[src/rtl/mult_share_pkg.sv]
// Shared definitions for the multiplier-sharing arbiter: default widths
// and the round-robin grant picker.
package mult_share_pkg;

    localparam int N_REQ_DEF = 4;
    localparam int W_DEF     = 4;
    localparam int ID_W_DEF  = 2;

    // The picker works on a fixed 8-lane vector (the largest supported
    // requester count). Callers zero-extend their valid vector and pointer.
    localparam int N_MAX = 8;
    localparam int PTR_W = 3;

    // One-hot grant to the first valid lane at or above ptr, wrapping at n.
    function automatic logic [N_MAX-1:0] rr_pick(
        input logic [N_MAX-1:0] valid,
        input logic [PTR_W-1:0] ptr,
        input int               n
    );
        logic [N_MAX-1:0] grant;
        logic             found;
        logic [PTR_W-1:0] idx;
        grant = '0;
        found = 1'b0;
        idx   = '0;
        for (int k = 0; k < N_MAX; k++) begin
            if (k < n) begin
                idx = PTR_W'((int'(ptr) + k) % n);
                if (!found && valid[idx]) begin
                    grant[idx] = 1'b1;
                    found      = 1'b1;
                end
            end
        end
        return grant;
    endfunction

endpackage

[src/rtl/mult_array.sv]
// Combinational unsigned W x W -> 2W array multiplier. Row 0 is the plain
// partial-product row; every following row is a ripple of full-adder cells
// that folds the next shifted partial product into the running sum.
module mult_array #(
    parameter int W = 4
) (
    input  logic [W-1:0]   a,
    input  logic [W-1:0]   b,
    output logic [2*W-1:0] p
);

    logic [2*W-1:0] acc;
    logic           carry;
    logic           x;
    logic           y;
    logic           s;

    // Full-adder cell: returns {carry_out, sum}. With cin tied low it acts
    // as a half adder.
    function automatic logic [1:0] full_add(input logic fa, input logic fb, input logic cin);
        return {(fa & fb) | (cin & (fa ^ fb)), fa ^ fb ^ cin};
    endfunction

    // Accumulate shifted partial-product rows through the adder array.
    always_comb begin
        acc   = '0;
        carry = 1'b0;
        x     = 1'b0;
        y     = 1'b0;
        s     = 1'b0;
        for (int j = 0; j < W; j++) begin
            acc[j] = a[j] & b[0];
        end
        for (int i = 1; i < W; i++) begin
            carry = 1'b0;
            for (int j = 0; j < W; j++) begin
                x            = acc[i+j];
                y            = a[j] & b[i];
                {carry, s}   = full_add(x, y, carry);
                acc[i+j]     = s;
            end
            // Bit i+W is still zero here, so the row carry lands in it cleanly.
            acc[i+W] = carry;
        end
        p = acc;
    end

endmodule

[src/rtl/mult_share_arb.sv]
// Round-robin arbiter plus two-stage issue pipeline sharing one array
// multiplier among N_REQ requesters, with a tagged, backpressured response.
//
// Handshakes: a transfer happens on a rising edge where valid & ready are
// both high. A requester holds valid and its operands stable until that
// edge; ready may depend combinationally on valid, never the reverse. The
// response side holds rsp_valid/rsp_id/rsp_product steady until rsp_ready.
module mult_share_arb
    import mult_share_pkg::*;
#(
    parameter int N_REQ = N_REQ_DEF,
    parameter int W     = W_DEF,
    parameter int ID_W  = ID_W_DEF
) (
    input  logic                 clk,
    input  logic                 rst_n,
    input  logic [N_REQ-1:0]     req_valid,
    output logic [N_REQ-1:0]     req_ready,
    input  logic [N_REQ*W-1:0]   req_a,
    input  logic [N_REQ*W-1:0]   req_b,
    output logic                 rsp_valid,
    input  logic                 rsp_ready,
    output logic [ID_W-1:0]      rsp_id,
    output logic [2*W-1:0]       rsp_product,
    output logic [15:0]          op_count
);

    logic [ID_W-1:0]  ptr;
    logic             s1_v;
    logic [W-1:0]     s1_a;
    logic [W-1:0]     s1_b;
    logic [ID_W-1:0]  s1_id;
    logic             s2_v;
    logic [2*W-1:0]   prod;
    logic [N_REQ-1:0] grant;
    logic [ID_W-1:0]  gidx;
    logic             adv1;
    logic             load1;
    logic             accept;

    // Pipeline advance terms, round-robin grant and the accept qualifier.
    always_comb begin
        adv1      = s1_v & (~s2_v | rsp_ready);
        load1     = ~s1_v | adv1;
        grant     = N_REQ'(rr_pick(N_MAX'(req_valid), PTR_W'(ptr), N_REQ));
        req_ready = load1 ? grant : '0;
        accept    = |(req_valid & req_ready);
        gidx      = '0;
        for (int i = 0; i < N_REQ; i++) begin
            if (grant[i]) begin
                gidx = ID_W'(i);
            end
        end
    end

    // Stage 1 issue register and round-robin pointer; the pointer only
    // moves past a requester once it has actually been accepted.
    always_ff @(posedge clk or negedge rst_n) begin
        if (!rst_n) begin
            s1_v  <= 1'b0;
            s1_a  <= '0;
            s1_b  <= '0;
            s1_id <= '0;
            ptr   <= '0;
        end else begin
            if (load1) begin
                s1_v <= accept;
                if (accept) begin
                    s1_a  <= req_a[int'(gidx)*W +: W];
                    s1_b  <= req_b[int'(gidx)*W +: W];
                    s1_id <= gidx;
                end
            end
            if (accept) begin
                ptr <= (gidx == ID_W'(N_REQ - 1)) ? '0 : gidx + ID_W'(1);
            end
        end
    end

    mult_array #(.W(W)) u_mult (
        .a (s1_a),
        .b (s1_b),
        .p (prod)
    );

    // Stage 2 result register; reloads in the same cycle it drains.
    always_ff @(posedge clk or negedge rst_n) begin
        if (!rst_n) begin
            s2_v        <= 1'b0;
            rsp_id      <= '0;
            rsp_product <= '0;
        end else if (adv1) begin
            s2_v        <= 1'b1;
            rsp_id      <= s1_id;
            rsp_product <= prod;
        end else if (rsp_ready) begin
            s2_v        <= 1'b0;
        end
    end

    // Completed-response counter, free-running with natural 16-bit wrap.
    always_ff @(posedge clk or negedge rst_n) begin
        if (!rst_n) begin
            op_count <= '0;
        end else if (s2_v & rsp_ready) begin
            op_count <= op_count + 16'd1;
        end
    end

    assign rsp_valid = s2_v;

endmodule

[config.mk]
export PLATFORM = sky130hd
export DESIGN_NAME = mult_share_arb
export DESIGN_NICKNAME = d
export VERILOG_FILES = /design/src/rtl/mult_share_pkg.sv /design/src/rtl/mult_array.sv /design/src/rtl/mult_share_arb.sv
export SDC_FILE = /design/constraint.sdc
export NUM_CORES = 1
export LEC_CHECK = 0
export BUFFER_PORTS_ARGS = -buffer_cell sky130_fd_sc_hd__buf_4
export CAP_MARGIN = 20
export CORE_UTILIZATION = 35
export DETAILED_ROUTE_END_ITERATION = 10
export GPL_ROUTABILITY_DRIVEN = 0
export GPL_TIMING_DRIVEN = 0
export PLACE_DENSITY = 0.57
export SLEW_MARGIN = 30
export SYNTH_ARGS = -nofsm -noshare
export SYNTH_HDL_FRONTEND = slang
export SYNTH_SLANG_ARGS = --single-unit
[constraint.sdc]
create_clock -name clk -period 7.1 [get_ports clk]
set_clock_uncertainty 0.05 [all_clocks]
set_input_delay 0 -clock clk [delete_from_list [all_inputs] [get_ports clk]]
set_output_delay 0 -clock clk [all_outputs]
set_load 0.005 [all_outputs]
=== Word level (Yosys, flattened, before mapping) ===
Cells that the tools add are included.

* Order comparisons: 8
* Reduce and logical (&&, ||, !) cells: 16
* Shift-type cells: 2
* Bitwise logic cells: 77
* Eq/ne operators: 1
* Add/sub/neg operators: 5
* Muxes and demuxes: 30

{| class="wikitable"
|+ Operators with widths
! kind !! number
|-
| 1-bit bitwise AND || 38
|-
| 16-bit by 5-bit indexed part select with 4-bit output || 2
|-
| 4-bit 2-to-1 mux || 5
|-
| 1-bit bitwise XOR || 20
|-
| 16-bit by 1-bit adder with 16-bit output, second input constant || 1
|-
| 1-bit 2-to-1 mux || 14
|-
| 3-bit by 4-bit less-than comparator with 1-bit output, second input constant || 3
|-
| 4-bit OR || 3
|-
| 1-bit OR || 10
|-
| 1-bit binary-select mux with 3-bit select || 3
|-
| 1-bit demux with 3-bit select || 3
|-
| 3-bit by 1-bit >= comparator with 1-bit output, second input constant || 3
|-
| 1-bit logical AND || 7
|-
| 2-bit 2-to-1 mux || 3
|-
| 2-bit OR reduction || 3
|-
| 2-bit by 1-bit adder with 2-bit output, second input constant || 2
|-
| 2-bit adder, second input constant || 2
|-
| 4-bit bitwise AND || 1
|-
| 2-bit by 4-bit less-than comparator with 1-bit output, second input constant || 1
|-
| 4-bit OR reduction || 1
|-
| 1-bit bitwise AND, first input constant || 3
|-
| 1-bit logical NOT || 3
|-
| 1-bit binary-select mux with 2-bit select || 1
|-
| 1-bit demux with 2-bit select || 1
|-
| other kinds (5) || 6
|}

* Bits in registers: 40
* Output and inout port bits: 31

=== Depth between registers and ports, before layout ===
* Depth after elaboration: 18
* Gate-level depth with buffers: 15
* Mapped depth without buffers: 15

=== Cells and area by module ===
A second synthesis with hierarchy kept.

* Cells, all modules: 258
* Area, all modules: 2736.4 µm²

{| class="wikitable"
|+ Modules (own cells, without submodules)
! module !! sequential area each (µm²) !! instances !! area each (µm²) !! cells an instance
|-
| mult_share_arb || 1001.0 || 1 || 2393.5 || 220
|-
| mult_array || 0.0 || 1 || 342.8 || 38
|}

=== Least setup slack after synthesis ===
No wires, ideal clock.

* Path kind: register -> register
* Start: reg s1_b[0]
* End: reg rsp_product[6]
* Arrival: 3948 ps
* Path slack: 2978 ps
* Stages on the path, launching flop included: 14
* Buffers on the path: 0
* Data required time: 6925 ps
* Library setup time: 125 ps
* Path through: dfrtp_1 inv_1 nor2_1 ha_1 inv_1 fa_1 fa_1 inv_1 fa_1 fa_1 fa_1 fa_1 fa_1 mux2_2

* Cells in the longest elaborated chain, start to end: 15

{| class="wikitable"
|+ RTL lines
! item !! RTL line !! text
|-
| start: declaration || mult_share_arb.sv:31 || <nowiki>logic [W-1:0] s1_b;</nowiki>
|-
| start signal: assignment || mult_share_arb.sv:70 || <nowiki>s1_b <= req_b[int'(gidx)*W +: W];</nowiki>
|-
| 1-bit bitwise AND || mult_array.sv:32 || <nowiki>acc[j] = a[j] & b[0];</nowiki>
|-
| 1-bit bitwise AND or 1-bit bitwise XOR (tied branches) || mult_array.sv:21 || <nowiki>return {(fa & fb) | (cin & (fa ^ fb)), fa ^ fb ^ cin};</nowiki>
|-
| 1-bit bitwise AND || mult_array.sv:21 ||
|-
| 1-bit OR || mult_array.sv:21 ||
|-
| 1-bit bitwise AND or 1-bit bitwise XOR (tied branches) || mult_array.sv:21 ||
|-
| 1-bit OR or 1-bit bitwise XOR (tied branches) || mult_array.sv:21 ||
|-
| 1-bit bitwise XOR or 1-bit bitwise AND (tied branches) || mult_array.sv:21 ||
|-
| 1-bit bitwise XOR or 1-bit OR (tied branches) || mult_array.sv:21 ||
|-
| 1-bit bitwise XOR or 1-bit bitwise AND (tied branches) || mult_array.sv:21 ||
|-
| 1-bit bitwise XOR or 1-bit OR (tied branches) || mult_array.sv:21 ||
|-
| 1-bit bitwise AND or 1-bit bitwise XOR (tied branches) || mult_array.sv:21 ||
|-
| 1-bit OR or 1-bit bitwise XOR (tied branches) || mult_array.sv:21 ||
|-
| 1-bit bitwise AND || mult_array.sv:21 ||
|-
| 1-bit OR || mult_array.sv:21 ||
|-
| 1-bit bitwise XOR (*) || mult_array.sv:21 ||
|-
| via prod[6] || mult_share_arb.sv:34 || <nowiki>logic [2*W-1:0] prod;</nowiki>
|-
| end signal: assignment || mult_share_arb.sv:95 || <nowiki>rsp_product <= prod;</nowiki>
|-
| end: declaration || mult_share_arb.sv:24 || <nowiki>output logic [2*W-1:0] rsp_product,</nowiki>
|}

Mark *: on every way through the listed nets, which the timed path passes. The rest lies on a longest branch.
A chain may end at the register's enable or synchronous reset.

=== Final worst setup path ===
Same ends and word-level chain as after synthesis.

==> impl.org <==
** Run
- # Max-Cap Violations :: 0

** Global routing
- The layer flagged by global routing as most heavily used is met2.
- Met3 global-route usage :: 2.95%
- Pin count of the biggest net entering global routing :: 41
- Via count of the first global-routing pass :: 2,132
- Global routing consumed, on the met1 layer, between 20% and 30% of the routing resources.
- Sum of overflow across all layers after global routing :: 0
- Global routing used 25.7% of the available met2 tracks.
- Global routing used approximately 16% of the available tracks across all layers.
- Antenna violations before repair :: 0
- First-pass GRT wire length :: roughly 10000 um

** STA
- Actual transition at the worst max-transition pin :: 0.633 ns
- Static timing analysis puts the maximum clock frequency at approximately 230 MHz.
- Min Tclk post-route :: 4.38 ns
- Sum of negative setup slack :: 0 ns
- The worst pin sits at a relative slew slack of between 50 and 60%.
- After layout, the worst setup slack is between 2 and 3 ns.
- In the finished design, the share of the clock period the worst path needs comes to 61.7%.
- Count of final setup violators :: 0
- Final hold violation count :: 0
- Setup repair after global routing left no endpoint under its margin.
- The number of pins exceeding their max-slew limit in the final report came to 0.

** Clock tree
- Clock latency at the later pin of the worst-skew pair :: 0.29 ns
- TritonCTS clock tree :: done
- CTS root buf :: sky130_fd_sc_hd__clkbuf_8
- The clock drives 40 sinks.
- The number of hold buffers added after CTS was 2.
- Number of buffers inserted during clock tree synthesis :: 5
- Buffers added to address setup during post-CTS repair amount to 0.
- Clock Path Buffers :: 2
- Post-CTS clock slew at the launch and capture registers of the worst setup and hold paths :: 0.08 ns
- The number of gates resized after CTS was 0.
- CTS built an H-tree with a depth of 2.

** Power
- IR analysis of the VDD net gives a maximum drop of 236 uV.
- P_leak :: 1.68 nW
- For this design the ratio of total power to cell area is approximately 530 nW/um^2.

** Floorplanning
- The region available for standard cell placement spans 7330 um^2.
- Row generation in the floorplan step produced 31 rows.
- Die Width :: 89.5 um
- Die footprint :: about 8000 um^2
- Effective utilization at floorplan :: 36.6%
- The die is 89.5 um tall.
- During I/O placement, the number of pins put on the boundary was 70.

** Routing
- Router iterations before antenna repair :: 4
- Using the TritonRoute via totals, the vias-per-cell ratio works out to 5.00.
- Dividing the detail-routed wire length by the instance count gives 13.7 um.
- Number of DRC markers in iteration 0 :: 86
- Overall routed net length :: 6100 um
- In the routed design, unresolved DRC markers number 0.
- Routed vias :: 2,224
- The count of nets left with antenna violations once routing finished came out at 0.

** Placed design
- Port Buf Inserts :: 69
- Worst setup slack after placement :: 2.71 ns
- Detailed placement finished with a half-perimeter wire length of 4760 um.

** Critical path
- Endpoint arrival time on the critical path :: between 4 and 5 ns
- Worst reg2reg path startpoint :: s1_b[0]$_DFFE_PN0P_
- Among the stages of the critical path, the cell type that occurs most often is sky130_fd_sc_hd__fa_1.
- In this run the critical register-to-register path is captured at rsp_product[6]$_DFFE_PN0P_.
- Register-to-register path setup slack :: between 2 and 3 ns
- Startpoint of the worst setup timing path :: s1_b[0]$_DFFE_PN0P_
- The critical path crosses 13 cells after its start point.
- Worst setup path endpoint :: rsp_product[6]$_DFFE_PN0P_
- Counting cells, the worst reg-to-reg path comes to 13.
- The largest individual stage delay along the critical path comes from the cell sky130_fd_sc_hd__fa_1.
- Along the worst path, the maximum fanout reaches 3.
- The signal on the critical path passes through inv_1 -> nor2_1 -> ha_1 -> inv_1 -> fa_1 -> fa_1 -> inv_1 -> fa_1 -> fa_1 -> fa_1 -> fa_1 -> fa_1 -> mux2_2.
- CP Class :: flop to flop
- STA classifies the critical path endpoint as a flop.
- Critical path's top delay family :: adder cells
- The number of buffers and inverters on the critical path is 3.
- CP Launch Type :: flop
- Stage delay of the slowest cell on the critical path :: 0.51 ns
- WP data required :: 7.23 ns

** Synth
- The synthesized design contains 40 register bits.
- Counting distinct cell types in the post-synthesis netlist gives 48.
- In this run the cell area of the synthesized design comes to 2680 um^2.
- Average instance area after synthesis :: about 10 um^2
- Portion of the post-synthesis area used by sequential elements :: a little under two fifths
- Nets in the synthesized netlist :: 326
- Post-synthesis cell count :: 267
- Yosys warnings :: 0

** Cells and area
- In the final layout, the share of cells above drive strength 1 is about 30%.
- Layout filler cell count :: between 700 and 800
- 0 antenna diodes ended up in the layout.
- Final net count :: 404
- The area growth from synthesis to layout is 28.8%.

** Min path
- In this run the worst hold path is classified as input port to flop.

** Run status
- Result of the run :: finished, final reports clean
## layout by cell type (no fill, tap or decap), types with 2 or more instances in the layout
cell type	count
sky130_fd_sc_hd__mux2_1	2
sky130_fd_sc_hd__a31oi_1	8
sky130_fd_sc_hd__mux4_2	4
sky130_fd_sc_hd__a22o_1	3
sky130_fd_sc_hd__inv_1	23
sky130_fd_sc_hd__ha_1	12
sky130_fd_sc_hd__fa_1	8
sky130_fd_sc_hd__a32oi_1	8
sky130_fd_sc_hd__mux2_2	10
sky130_fd_sc_hd__nor3_1	9
sky130_fd_sc_hd__nand2_1	18
sky130_fd_sc_hd__xnor2_1	9
sky130_fd_sc_hd__clkbuf_8	5
sky130_fd_sc_hd__nor2_1	21
sky130_fd_sc_hd__buf_4	70
sky130_fd_sc_hd__and2_1	3
sky130_fd_sc_hd__a21o_1	2
sky130_fd_sc_hd__buf_2	5
sky130_fd_sc_hd__dlygate4sd3_1	2
sky130_fd_sc_hd__o31ai_1	9
sky130_fd_sc_hd__o21bai_1	8
sky130_fd_sc_hd__xor2_1	6
sky130_fd_sc_hd__nand4_1	2
sky130_fd_sc_hd__a21oi_1	2
sky130_fd_sc_hd__o21ai_0	3
sky130_fd_sc_hd__dfrtp_1	40
sky130_fd_sc_hd__buf_6	2
sky130_fd_sc_hd__nand3_1	17
sky130_fd_sc_hd__clkbuf_1	4
sky130_fd_sc_hd__a21boi_0	8
## worst min-delay path by stage
stage	slack (ns)	to	from	cells after the start
final	0.04	s1_a[3]$_DFFE_PN0P_	req_a[7]	3
after global routing	0.04	s1_a[1]$_DFFE_PN0P_	req_a[5]	3
after CTS	0.03	s1_a[3]$_DFFE_PN0P_	req_a[7]	3
after detailed placement	-0.04	op_count[9]$_DFFE_PN0P_	rst_n	1
after global placement	-0.04	op_count[6]$_DFFE_PN0P_	rst_n	1
after floorplan	-0.35	op_count[0]$_DFFE_PN0P_	rst_n	0
## layer usage
layer	share of wire, %	wire [um]
met1	49	2970
met2	46	2780
met3	4.5	275
met4	1.0	62
met5	0	0
## flip-flops by register name, summed over array words and instances, names as in the netlist
register	flops
s1_b	4
rsp_product	8
s1_id	2
rsp_id	2
s1_a	4
s1_v	1
op_count	16
ptr	2
rsp_valid	1
## cell families after synthesis
kind of cell | Yosys count | share of synthesized area, %
xor+xnor | 15 | 4.90
flops | 40 | 37.3
mux | 17 | 8.77
fa+ha+maj | 20 | 11.6
compound gates | 57 | 15.8
simple gates | 82 | 15.6
buf+inv | 36 | 5.97
## synthesized netlist by cell type, drive strengths merged
library cell | n | area share, %
a2111o | 1 | 0.42
a211o | 1 | 0.33
a21boi | 8 | 2.2
a21o | 2 | 0.56
a21oi | 2 | 0.37
a22o | 3 | 0.98
a22oi | 1 | 0.28
a31oi | 8 | 1.9
a32oi | 8 | 2.6
a41o | 1 | 0.37
and2 | 4 | 0.93
and3 | 1 | 0.23
buf | 8 | 2.1
clkbuf | 4 | 0.56
dfrtp | 40 | 37
fa | 8 | 6.0
ha | 12 | 5.6
inv | 24 | 3.4
mux2 | 12 | 5.0
mux2i | 1 | 0.37
mux4 | 4 | 3.4
nand2 | 19 | 2.8
nand2b | 1 | 0.23
nand3 | 17 | 3.2
nand4 | 2 | 0.47
nor2 | 21 | 2.9
nor3 | 9 | 1.7
nor3b | 2 | 0.75
nor4 | 1 | 0.79
nor4b | 2 | 0.89
o21a | 1 | 0.28
o21ai | 4 | 0.75
o21bai | 8 | 2.2
o31ai | 9 | 2.5
or2 | 1 | 0.23
or3 | 1 | 0.23
or3b | 1 | 0.33
xnor2 | 9 | 2.9
xor2 | 6 | 2.0
## per-stage QoR
step	total power, mW	utilization [%]	cell area [um^2]	std cells	hold slack [ns]
2_1_floorplan	1.28	-	2680	267	-0.346
3_3_place_gp	1.60	45.3	3320	435	-0.0430
3_5_place_dp	1.66	45.3	3320	435	-0.0428
4_1_cts	1.86	47.1	3450	445	0.0262
5_1_grt	2.02	47.1	3450	445	0.0362
6_report	1.82	47.1	3450	445	0.0353
## area by class of cell
type | instances | area [um^2] | share of cell area, %
Buffer | 12 | 70.1 | 2.03
Clock buffer | 5 | 68.8 | 1.99
Clock inverter | 3 | 42.5 | 1.23
Inverter | 24 | 90.1 | 2.61
Multi-Input combinational cell | 191 | 1520 | 44.0
Sequential cell | 40 | 1000 | 29.0
Tap cell | 99 | 124 | 3.59
Timing Repair Buffer | 71 | 538 | 15.6
## power by group
part,leakage [nW],switching (mW),internal [mW]
Combinational,1.13,0.656,0.588
Clock,0.0541,0.0799,0.104
Sequential,0.491,0.0690,0.326
## worst register-to-register path, cell delays in order, from the launching register on
cell and delay [ns]:
sky130_fd_sc_hd__dfrtp_1 0.38, sky130_fd_sc_hd__inv_1 0.08, sky130_fd_sc_hd__nor2_1 0.11, sky130_fd_sc_hd__ha_1 0.16, sky130_fd_sc_hd__inv_1 0.05, sky130_fd_sc_hd__fa_1 0.39
sky130_fd_sc_hd__fa_1 0.51, sky130_fd_sc_hd__inv_1 0.06, sky130_fd_sc_hd__fa_1 0.43, sky130_fd_sc_hd__fa_1 0.39, sky130_fd_sc_hd__fa_1 0.48, sky130_fd_sc_hd__fa_1 0.46
sky130_fd_sc_hd__fa_1 0.46, sky130_fd_sc_hd__mux2_2 0.27
Power figures use the tool's default switching activity.
